<file path="src/rtl/uart_rx.sv">
// UART receiver: 2-FF synchronised rxd, 16x-oversampled deframing, LSB first.
// Build macro UART_RX_PARITY_EN adds an even-parity bit (8E1); default is 8N1.
module uart_rx #(
  parameter int unsigned OVERSAMPLE = 16,
  parameter int unsigned DATA_BITS  = 8
) (
  input  logic                 clk,
  input  logic                 rst,
  input  logic                 baud_uart,
  input  logic                 enable_rx,
  input  logic                 rxd,
  output logic [DATA_BITS-1:0] d_out,
  output logic                 rx_done,
  output logic                 receiving,
  output logic                 frame_err,
  output logic                 parity_err
);

  localparam int unsigned TW = $clog2(OVERSAMPLE);
  localparam int unsigned IW = $clog2(DATA_BITS);
  localparam int unsigned BW = IW + 1;
  localparam logic [TW-1:0] HALF_LAST = TW'(OVERSAMPLE / 2 - 1);
  localparam logic [TW-1:0] FULL_LAST = TW'(OVERSAMPLE - 1);
  localparam logic [BW-1:0] BIT_LAST  = BW'(DATA_BITS - 1);

`ifdef UART_RX_PARITY_EN
  typedef enum logic [2:0] {IDLE, START, DATA, PARITY, STOP} state_t;
`else
  typedef enum logic [1:0] {IDLE, START, DATA, STOP} state_t;
`endif

  state_t               state, state_nxt;
  logic                 rxd_m, rxd_s, rxd_p;
  logic                 fall;
  logic [TW-1:0]        tick_cnt, tick_nxt;
  logic [BW-1:0]        bit_cnt, bit_nxt;
  logic [DATA_BITS-1:0] shift, shift_nxt, dout_nxt;
  logic                 done_nxt, ferr_nxt, perr_nxt, recv_nxt;
`ifdef UART_RX_PARITY_EN
  logic                 par_bit, par_nxt;
`endif

  always_ff @(posedge clk or posedge rst) begin
    if (rst) begin
      rxd_m <= 1'b1;
      rxd_s <= 1'b1;
      rxd_p <= 1'b1;
    end else begin
      rxd_m <= rxd;
      rxd_s <= rxd_m;
      rxd_p <= rxd_s;
    end
  end

  assign fall = rxd_p & ~rxd_s;

  always_ff @(posedge clk or posedge rst) begin
    if (rst) begin
      state      <= IDLE;
      tick_cnt   <= '0;
      bit_cnt    <= '0;
      shift      <= '0;
      d_out      <= '0;
      rx_done    <= 1'b0;
      frame_err  <= 1'b0;
      parity_err <= 1'b0;
      receiving  <= 1'b0;
`ifdef UART_RX_PARITY_EN
      par_bit    <= 1'b0;
`endif
    end else begin
      state      <= state_nxt;
      tick_cnt   <= tick_nxt;
      bit_cnt    <= bit_nxt;
      shift      <= shift_nxt;
      d_out      <= dout_nxt;
      rx_done    <= done_nxt;
      frame_err  <= ferr_nxt;
      parity_err <= perr_nxt;
      receiving  <= recv_nxt;
`ifdef UART_RX_PARITY_EN
      par_bit    <= par_nxt;
`endif
    end
  end

  always_comb begin
    state_nxt = state;
    tick_nxt  = tick_cnt;
    bit_nxt   = bit_cnt;
    shift_nxt = shift;
    dout_nxt  = d_out;
    done_nxt  = 1'b0;
    ferr_nxt  = 1'b0;
    perr_nxt  = 1'b0;
    recv_nxt  = receiving;
`ifdef UART_RX_PARITY_EN
    par_nxt   = par_bit;
`endif
    case (state)
      IDLE: begin
        tick_nxt = '0;
        bit_nxt  = '0;
        recv_nxt = 1'b0;
        if (fall) state_nxt = START;
      end
      START: begin
        if (baud_uart) begin
          if (tick_cnt == HALF_LAST) begin
            tick_nxt = '0;
            if (rxd_s) begin
              state_nxt = IDLE;
            end else begin
              recv_nxt  = 1'b1;
              state_nxt = DATA;
            end
          end else begin
            tick_nxt = tick_cnt + 1'b1;
          end
        end
      end
      DATA: begin
        if (baud_uart) begin
          if (tick_cnt == FULL_LAST) begin
            tick_nxt = '0;
            shift_nxt[bit_cnt[IW-1:0]] = rxd_s;
            if (bit_cnt == BIT_LAST) begin
              bit_nxt = '0;
`ifdef UART_RX_PARITY_EN
              state_nxt = PARITY;
`else
              state_nxt = STOP;
`endif
            end else begin
              bit_nxt = bit_cnt + 1'b1;
            end
          end else begin
            tick_nxt = tick_cnt + 1'b1;
          end
        end
      end
`ifdef UART_RX_PARITY_EN
      PARITY: begin
        if (baud_uart) begin
          if (tick_cnt == FULL_LAST) begin
            tick_nxt  = '0;
            par_nxt   = rxd_s;
            state_nxt = STOP;
          end else begin
            tick_nxt = tick_cnt + 1'b1;
          end
        end
      end
`endif
      STOP: begin
        if (baud_uart) begin
          if (tick_cnt == FULL_LAST) begin
            tick_nxt  = '0;
            state_nxt = IDLE;
            recv_nxt  = 1'b0;
            dout_nxt  = shift;
            done_nxt  = rxd_s;
            ferr_nxt  = ~rxd_s;
`ifdef UART_RX_PARITY_EN
            perr_nxt  = ^{shift, par_bit};
`endif
          end else begin
            tick_nxt = tick_cnt + 1'b1;
          end
        end
      end
      default: state_nxt = IDLE;
    endcase
    // Disable overrides everything except the held output byte.
    if (!enable_rx) begin
      state_nxt = IDLE;
      tick_nxt  = '0;
      bit_nxt   = '0;
      recv_nxt  = 1'b0;
      done_nxt  = 1'b0;
      ferr_nxt  = 1'b0;
      perr_nxt  = 1'b0;
      dout_nxt  = d_out;
    end
  end

endmodule

</file>
<file path="config.mk">
export PLATFORM = sky130hd
export DESIGN_NAME = uart_rx
export DESIGN_NICKNAME = d
export VERILOG_FILES = /design/src/rtl/uart_rx.sv
export SDC_FILE = /design/constraint.sdc
export NUM_CORES = 1
export LEC_CHECK = 0
export CORE_MARGIN = 2
export CORE_UTILIZATION = 35
export DETAILED_ROUTE_END_ITERATION = 8
export HOLD_SLACK_MARGIN = 0.02
export PLACE_DENSITY = 0.58
export REMOVE_ABC_BUFFERS = 1
export SETUP_SLACK_MARGIN = 0.1
export SLEW_MARGIN = 20
export SYNTH_ARGS = -nofsm -noshare
export SYNTH_HDL_FRONTEND = slang
export SYNTH_SLANG_ARGS = --single-unit
</file>
<file path="constraint.sdc">
create_clock -name clk -period 3.5 [get_ports clk]
set_input_delay 0.525 -clock clk [delete_from_list [all_inputs] [get_ports clk]]
set_output_delay 0.525 -clock clk [all_outputs]
set_load 0.005 [all_outputs]
</file>
==> results of run 1 <==
## state kept, by name, indices dropped and copies added, names as in the netlist
signal / count
rxd_s: 1
shift: 8
frame_err: 1
rxd_p: 1
tick_cnt: 4
state: 2
bit_cnt: 4
rxd_m: 1
rx_done: 1
receiving: 1
d_out: 8
## how the worst min path moves through the flow
| stage | start | to | slack [ns] | cells after the start |
|---|---|---|---|---|
| after floorplan | rxd_m$_DFF_PP1_ | rxd_s$_DFF_PP1_ | 0.35 | 0 |
| after global placement | rxd_m$_DFF_PP1_ | rxd_s$_DFF_PP1_ | 0.35 | 0 |
| after detailed placement | rxd_m$_DFF_PP1_ | rxd_s$_DFF_PP1_ | 0.35 | 0 |
| after CTS | rxd_m$_DFF_PP1_ | rxd_s$_DFF_PP1_ | 0.36 | 0 |
| after global routing | rxd_m$_DFF_PP1_ | rxd_s$_DFF_PP1_ | 0.36 | 0 |
| final | rxd_m$_DFF_PP1_ | rxd_s$_DFF_PP1_ | 0.36 | 0 |
## cells by family (layout without fill, tap and decap cells)
| family | count (synthesis) | count (layout) | share of synthesized area |
|---|---|---|---|
| fa+ha+maj | 2 | 2 | 0.0159 |
| xor+xnor | 2 | 2 | 0.0111 |
| mux | 19 | 19 | 0.134 |
| other cells | 1 | 1 | 0.00238 |
| compound gates | 16 | 16 | 0.0715 |
| flops | 32 | 32 | 0.511 |
| buf+inv | 17 | 29 | 0.0612 |
| simple gates | 46 | 46 | 0.193 |
## layer usage
metal,up-vias,track usage
met2,22,0.224
met3,4,0.0499
li1,515,-
met1,563,0.185
met4,0,0.0503
met5,-,0
## cells in the final DEF, fill, tap and decap left out, drive strengths merged, types with 2 or more instances in the layout
| master | count |
|---|---|
| clkbuf | 6 |
| ha | 2 |
| a31oi | 2 |
| nand4 | 5 |
| dfrtp | 29 |
| clkdlybuf4s50 | 15 |
| mux2 | 16 |
| o21ai | 5 |
| o21a | 2 |
| nand2 | 7 |
| nor4 | 4 |
| dfstp | 3 |
| nand4b | 2 |
| nand3b | 2 |
| nor2 | 4 |
| and2 | 2 |
| and3 | 2 |
| nand3 | 8 |
| inv | 5 |
| nor3 | 2 |
| mux2i | 3 |
| a311oi | 2 |
## worst max-delay path, delay by kind of cell
| kind | cells | cell delay, ns |
|---|---|---|
| buffers and inverters | 1 | 0.70 |
| multiplexers | 1 | 0.39 |
| AND/OR/NAND/NOR | 2 | 0.62 |
## final cells by class
type	instances	area, um2
Clock buffer	6	72.6
Fill cell	400	2530
Inverter	5	18.8
Multi-Input combinational cell	86	673
Clock inverter	2	35.0
Timing Repair Buffer	16	158
Sequential cell	32	805
Tap cell	52	65.1
## power by group
part	internal (mW)	switching [mW]
Sequential	0.374	0.00577
Clock	0.211	0.132
Combinational	0.00871	0.0143
Total	0.594	0.152
## metrics by stage
step                hold WS, ns  cells  setup WS [ns]
global placement          0.347    191           1.15
finish                    0.358    199           1.42
CTS                       0.359    199           1.42
detailed placement        0.350    191           1.11
floorplan                 0.345    123           1.86
global route              0.361    199           1.34
==> metrics.sh, run 1 <==
INITIAL_UTILIZATION=0.361
CLOCK_TREE.HTREE_LEVEL_COUNT=2
GRT_USE_TOTAL=0.143
WIRE_LENGTH_ON_MET2_UM=1540
POST_SYNTH_INSTANCE_AREA_UM2=1570
WL_PER_CELL_UM=15.7
SETUP_TNS_NS=0
IOPINCOUNT=17
FINALHOLDVIOLCOUNT=0
FINAL-SETUP-VIOL-COUNT=0
REMAINING_DRC_ERRORS=0
SYNTHTOPCELLSBYCOUNT='dfrtp_1, mux2_2, nand2_1, nand3_1'
SYNTH_SEQUENTIAL_AREA_RATIO=0.511
DRT_FIRST_PASS_ITERS=4
SYNTH_TOP_AREA_FRAC=0.461
ANTENNA_FOUND_INITIAL=0
ROUTEDLENGTHMET1_UM=1420
POST_SYNTH_NUM_CELL_TYPES=45
CLOCK_TREE.BUFFER_DEPTH=2
CRITICAL_PATH_SINK_TYPE='flip-flop'
DIE-HEIGHT_UM=71.1
YOSYSMOSTFREQUENTCELL='dfrtp_1'
WORST-ENDPOINT-REQUIRED_NS=3.66
REG2REG_DEPTH=4
REPLACE_CONGESTION=0.814
FINALCRITPERIODSHARE=0.595
ROUTE.MET3.WL_UM=129
DESIGN.DIE.AREA_UM2=5050
GRT_FIRST_PASS_WIRELENGTH_UM=5580
CTS_TREE='yes'
INSERTION_DELAY_NS=0.28
YOSYS-TOP-CELLS-AREA='dfrtp_1, mux2_2, dfstp_2'
MAX_STAGE_DELAY_NS=0.70
POWER_mW=0.746
REG2REG_SETUP_SLACK_NS=1.63
SYNTHCELLS=135
WORSTSETUPPATHTYPE='primary input to flip-flop'
PLACE_HPWL_UM=2200
SYNTH.YOSYS.WARNINGS=0
VIA_COUNT=1104
POSTCTSSETUPBUFFERS=0
CELL_AT_THE_ROOT_OF_THE_CLOCK_TREE='clkbuf_8'
WORST_SETUP_PATH_ENDPOINT='d_out[4]$_DFFE_PP0P_'
CRITPATHSLOWESTCELL='clkdlybuf4s50_1'
CRIT_START='baud_uart'
FIN_WORST_SKEW_NS=0.00480
YOSYS_MOST_USED_DFF='dfrtp_1'
POST_CTS_RESIZED=0
VDD.IR_DROP.WORST_mV=0.262
TIMING.FMAX_MHz=480
RESIDUAL_OVERFLOW_FROM_GLOBAL_ROUTING=0
WL_UM=3120
UNREPAIRED_SETUP_ENDPOINTS_AFTER_GLOBAL_ROUTING='false'
FINISH.NET_COUNT=153
ROUTED.TOP_LAYER='met4'
FINALMAXSLEWVIOLATIONS=0
POSTSYNTHREGISTERBITS=32
WORST_R2R_STARTPOINT='tick_cnt[0]$_DFFE_PP0P_'
STATIC_LEAKAGE_nW=0.811
ASYNC_RESET_FF_FRAC=1.00
DETAIL_ROUTE.ITER0.VIOLATIONS=90
GRT_PASS1_VIAS=1176
CLKSLEWWORSTSETUPHOLDPATHS_NS=0.06
AREA.GROWTH.SYNTH_TO_FINAL_PCT=16.1
P_PER_AREA_nW_PER_UM2=408
SYN_AVG_CELL_AREA_UM2=11.7
RESULT_OF_THE_RUN='finished clean'
CTS_BUFFERS=5
IO_BUFFERS=15
PLACE_AREA_UM2=1720
PATH_MAX_FANOUT=10
GRT_MAX_DEGREE=33
AVGVIACOUNTPERCELL=5.55
HOLD_BUFFERS=0
POST_SYNTH_EDFFS=0
STDCELL_AREA_UM2=1830
DRIVE_GT1_FRAC=0.238
CHIPWIDTH_UM=71.1
CLKSINKCOUNT=32
CP-START-KIND='primary input'
POST-ROUTE-MIN-PERIOD_NS=2.08
MIN-DELAY-PATH-CLASS='flip-flop to flip-flop'
SYNTH_AREA_LEADER_CELL='dfrtp_1'
DETAIL-ROUTE-ANTENNA-NETS=0
TIMING.MAX_CAP.VIOLATIONS=0
R2R-END='d_out[4]$_DFFE_PP0P_'
FINALCOREUTILIZATION=0.420
CELL_CHAIN_OF_THE_CRITICAL_PATH='clkdlybuf4s50_1 > nand3_4 > nor3_4 > mux2_2'
CORE_UM2=4350
ANTENNA_CELLS=0
ARRIVAL_TIME_OF_DATA_AT_THE_CRITICAL_PATH_ENDPOINT_NS=2.24
STD_CELL_ROWS=24
No activity file was read; power rests on OpenSTA's default activity.
==> run 2, diff against run 1 <==
==> constraint.sdc (replaced) <==
create_clock -name clk -period 2.15 [get_ports clk]
set_input_delay 0.3225 -clock clk [delete_from_list [all_inputs] [get_ports clk]]
set_output_delay 0.3225 -clock clk [all_outputs]
set_load 0.005 [all_outputs]
==> metrics.sh, run 2 (synthesis results as in run 1) <==
MOST-COMMON-LAYOUT-CELLS='dfrtp_1, mux2_2, clkdlybuf4s50_1, nand2_1, nand3_1'
VDD.IR_DROP.WORST_mV=0.338  # +29%
REPLACE_CONGESTION=0.844  # +3.7%
DRIVE_GT1_FRAC=0.265  # +0.0268
LAYOUT.CELLS.MOST_COMMON='dfrtp_1'
ANTENNA_FOUND_INITIAL=0  # unchanged
ANTENNA_CELLS=0  # unchanged
CHIPWIDTH_UM=71.1  # unchanged
CLOCK_TREE.HTREE_LEVEL_COUNT=2  # unchanged
DRT_FIRST_PASS_ITERS=4  # unchanged
AREA.GROWTH.SYNTH_TO_FINAL_PCT=18.2
STDCELL_COUNT=203  # +2.0%
GROUTE.LAYER.MET3.USAGE=0.0484  # -0.00142
RESIDUAL_OVERFLOW_FROM_GLOBAL_ROUTING=0  # unchanged
DESIGN.DIE.AREA_UM2=5050  # unchanged
STATIC_LEAKAGE_nW=0.830  # +2.3%
HOLD-PATH-ENDPOINT='rxd_s$_DFF_PP1_'
GRTUSAGEMET2=0.216  # -0.00831
STD_CELL_ROWS=24  # unchanged
RESULT_OF_THE_RUN='finished clean'
POST-ROUTE-MIN-PERIOD_NS=1.85
USE_MET1=0.193  # +0.00759
CELL_AT_THE_ROOT_OF_THE_CLOCK_TREE='clkbuf_8'
PATH_MAX_FANOUT=9  # -1
FF_LATCH_AREA_UM2=805  # unchanged
R2R-END='d_out[6]$_DFFE_PP0P_'
P_PER_AREA_nW_PER_UM2=662  # +62%
CLOCK_TREE.BUFFER_DEPTH=2  # unchanged
CELL_CHAIN_OF_THE_CRITICAL_PATH='ha_1 > nand3_4 > nor3_4 > mux2_2'
TIMING.MAX_CAP.VIOLATIONS=0  # unchanged
CORE_UM2=4350  # unchanged
GRT_FIRST_PASS_WIRELENGTH_UM=5550  # -0.50%
WL_PER_CELL_UM=15.7  # about the same
CTS_TREE='yes'
FINALCRITPERIODSHARE=0.858
IOPINCOUNT=17  # unchanged
GRT_BUSIEST_LAYER='met2'
VIA_COUNT=1085  # -1.7%
IO_BUFFERS=15  # unchanged
WL_UM=3180  # +2.0%
FIN_WORST_SKEW_NS=0.00541  # +0.000609 ns
WORST_HOLD_STARTPOINT='rxd_m$_DFF_PP1_'
INSERTION_DELAY_NS=0.28  # about the same
WORST_R2R_STARTPOINT='tick_cnt[0]$_DFFE_PP0P_'
GRT_PASS1_VIAS=1112  # -5.4%
STDCELL_AREA_UM2=1860  # +1.8%
SETUP_TNS_NS=0  # unchanged
CRITICAL_PATH_SINK_TYPE='flip-flop'
WORSTSETUPPATHTYPE='flip-flop to flip-flop'
HOLD_PATH_DEPTH=0  # unchanged
TIMING.FMAX_MHz=542
FINISH.NET_COUNT=157  # +2.6%
LARGEST_REGISTERS='d_out (8), shift (8)'
FINAL-SETUP-VIOL-COUNT=0  # unchanged
HOLD_BUFFERS=0  # unchanged
GRT_MAX_DEGREE=33  # unchanged
FINALMAXSLEWVIOLATIONS=0  # unchanged
CRITPATHSLOWESTCELL='dfrtp_1'
PLACE_AREA_UM2=1750  # +1.7%
FILLER_CELL_COUNT=399  # -0.25%
CLKSLEWWORSTSETUPHOLDPATHS_NS=0.07  # about the same
MAX_STAGE_DELAY_NS=0.39  # -0.31 ns
POSTCTSSETUPBUFFERS=0  # unchanged
REG2REG_DEPTH=4  # unchanged
DETAIL-ROUTE-ANTENNA-NETS=0  # unchanged
CP-START-KIND='flip-flop'
GRT_USE_TOTAL=0.142  # -0.00120
MULTIINPUTGATEAREA_UM2=673  # unchanged
DETAIL_ROUTE.ITER0.VIOLATIONS=103  # +14%
PLACE_INST=195  # +2.1%
POST_CTS_RESIZED=0  # unchanged
FINALHOLDVIOLCOUNT=0  # unchanged
DIE-HEIGHT_UM=71.1  # unchanged
PLACE_HPWL_UM=2200  # about the same
WORST-ENDPOINT-REQUIRED_NS=2.32  # -1.34 ns
CLKSINKCOUNT=32  # unchanged
CTS_BUFFERS=5  # unchanged
MIN-DELAY-PATH-CLASS='flip-flop to flip-flop'
AVGVIACOUNTPERCELL=5.34  # -3.7%
REG2REG_SETUP_SLACK_NS=0.30  # -1.33 ns
REMAINING_DRC_ERRORS=0  # unchanged
ARRIVAL_TIME_OF_DATA_AT_THE_CRITICAL_PATH_ENDPOINT_NS=2.01  # -0.23 ns
INITIAL_UTILIZATION=0.361  # unchanged
UNREPAIRED_SETUP_ENDPOINTS_AFTER_GLOBAL_ROUTING='false'
==> run 2: changes by cell type in the layout (fill, tap and decap cells not counted) <==
| cell | delta |
|---|---|
| buf_4 | +4 |
| clkbuf_1 | -1 |
| clkinvlp_4 | +1 |
==> run 2: per-layer routing <==
metal | vias to the layer above | part of all wire
met1 | 526 | 0.47
li1 | 521 | -
met2 | 36 | 0.46
met4 | 0 | 0.0069
met5 | - | 0
met3 | 2 | 0.059
==> run 2: power by group <==
group	leakage (nW)	switching (mW)	total, mW	internal [mW]
combinational	0.340	0.0261	0.0440	0.0179
clock	0.0541	0.230	0.572	0.343
sequential	0.436	0.00702	0.616	0.609
total	0.830	0.263	1.23	0.969
==> run 2: worst max path at each step <==
stage	startpoint	to	slack, ns
final	tick_cnt[0]$_DFFE_PP0P_	d_out[6]$_DFFE_PP0P_	0.30
after global routing	tick_cnt[0]$_DFFE_PP0P_	d_out[6]$_DFFE_PP0P_	0.16
after CTS	tick_cnt[0]$_DFFE_PP0P_	d_out[6]$_DFFE_PP0P_	0.22
after detailed placement	baud_uart	d_out[6]$_DFFE_PP0P_	0.16
after global placement	baud_uart	d_out[2]$_DFFE_PP0P_	0.19
after floorplan	tick_cnt[0]$_DFFE_PP0P_	d_out[0]$_DFFE_PP0P_	0.51
==> run 2: area by class of cell <==
cell class | instances | area share
well taps | 52 | 0.0350
flip-flops and latches | 32 | 0.432
inverters | 5 | 0.0101
multi-input cells | 86 | 0.362
clock inverters | 3 | 0.0229
clock buffers | 5 | 0.0370
repair buffers | 20 | 0.101
==> run 2: metrics by stage <==
step | hold WS [ns] | util | power, mW | setup WS (ns)
CTS | 0.361 | 0.427 | 1.25 | 0.223
finish | 0.359 | 0.427 | 1.23 | 0.304
detailed placement | 0.351 | 0.402 | 0.672 | 0.156
global placement | 0.347 | 0.402 | 0.671 | 0.192
floorplan | 0.327 | - | 0.646 | 0.511
global route | 0.365 | 0.427 | 1.29 | 0.160
==> run 2: worst max-delay path, delay by kind of cell, from the launching register on <==
kind                       cells  cell delay (ns)
adders and majority gates      1             0.37
and+or+nand+nor                2             0.58
DFF                            1             0.39
muxes                          1             0.39
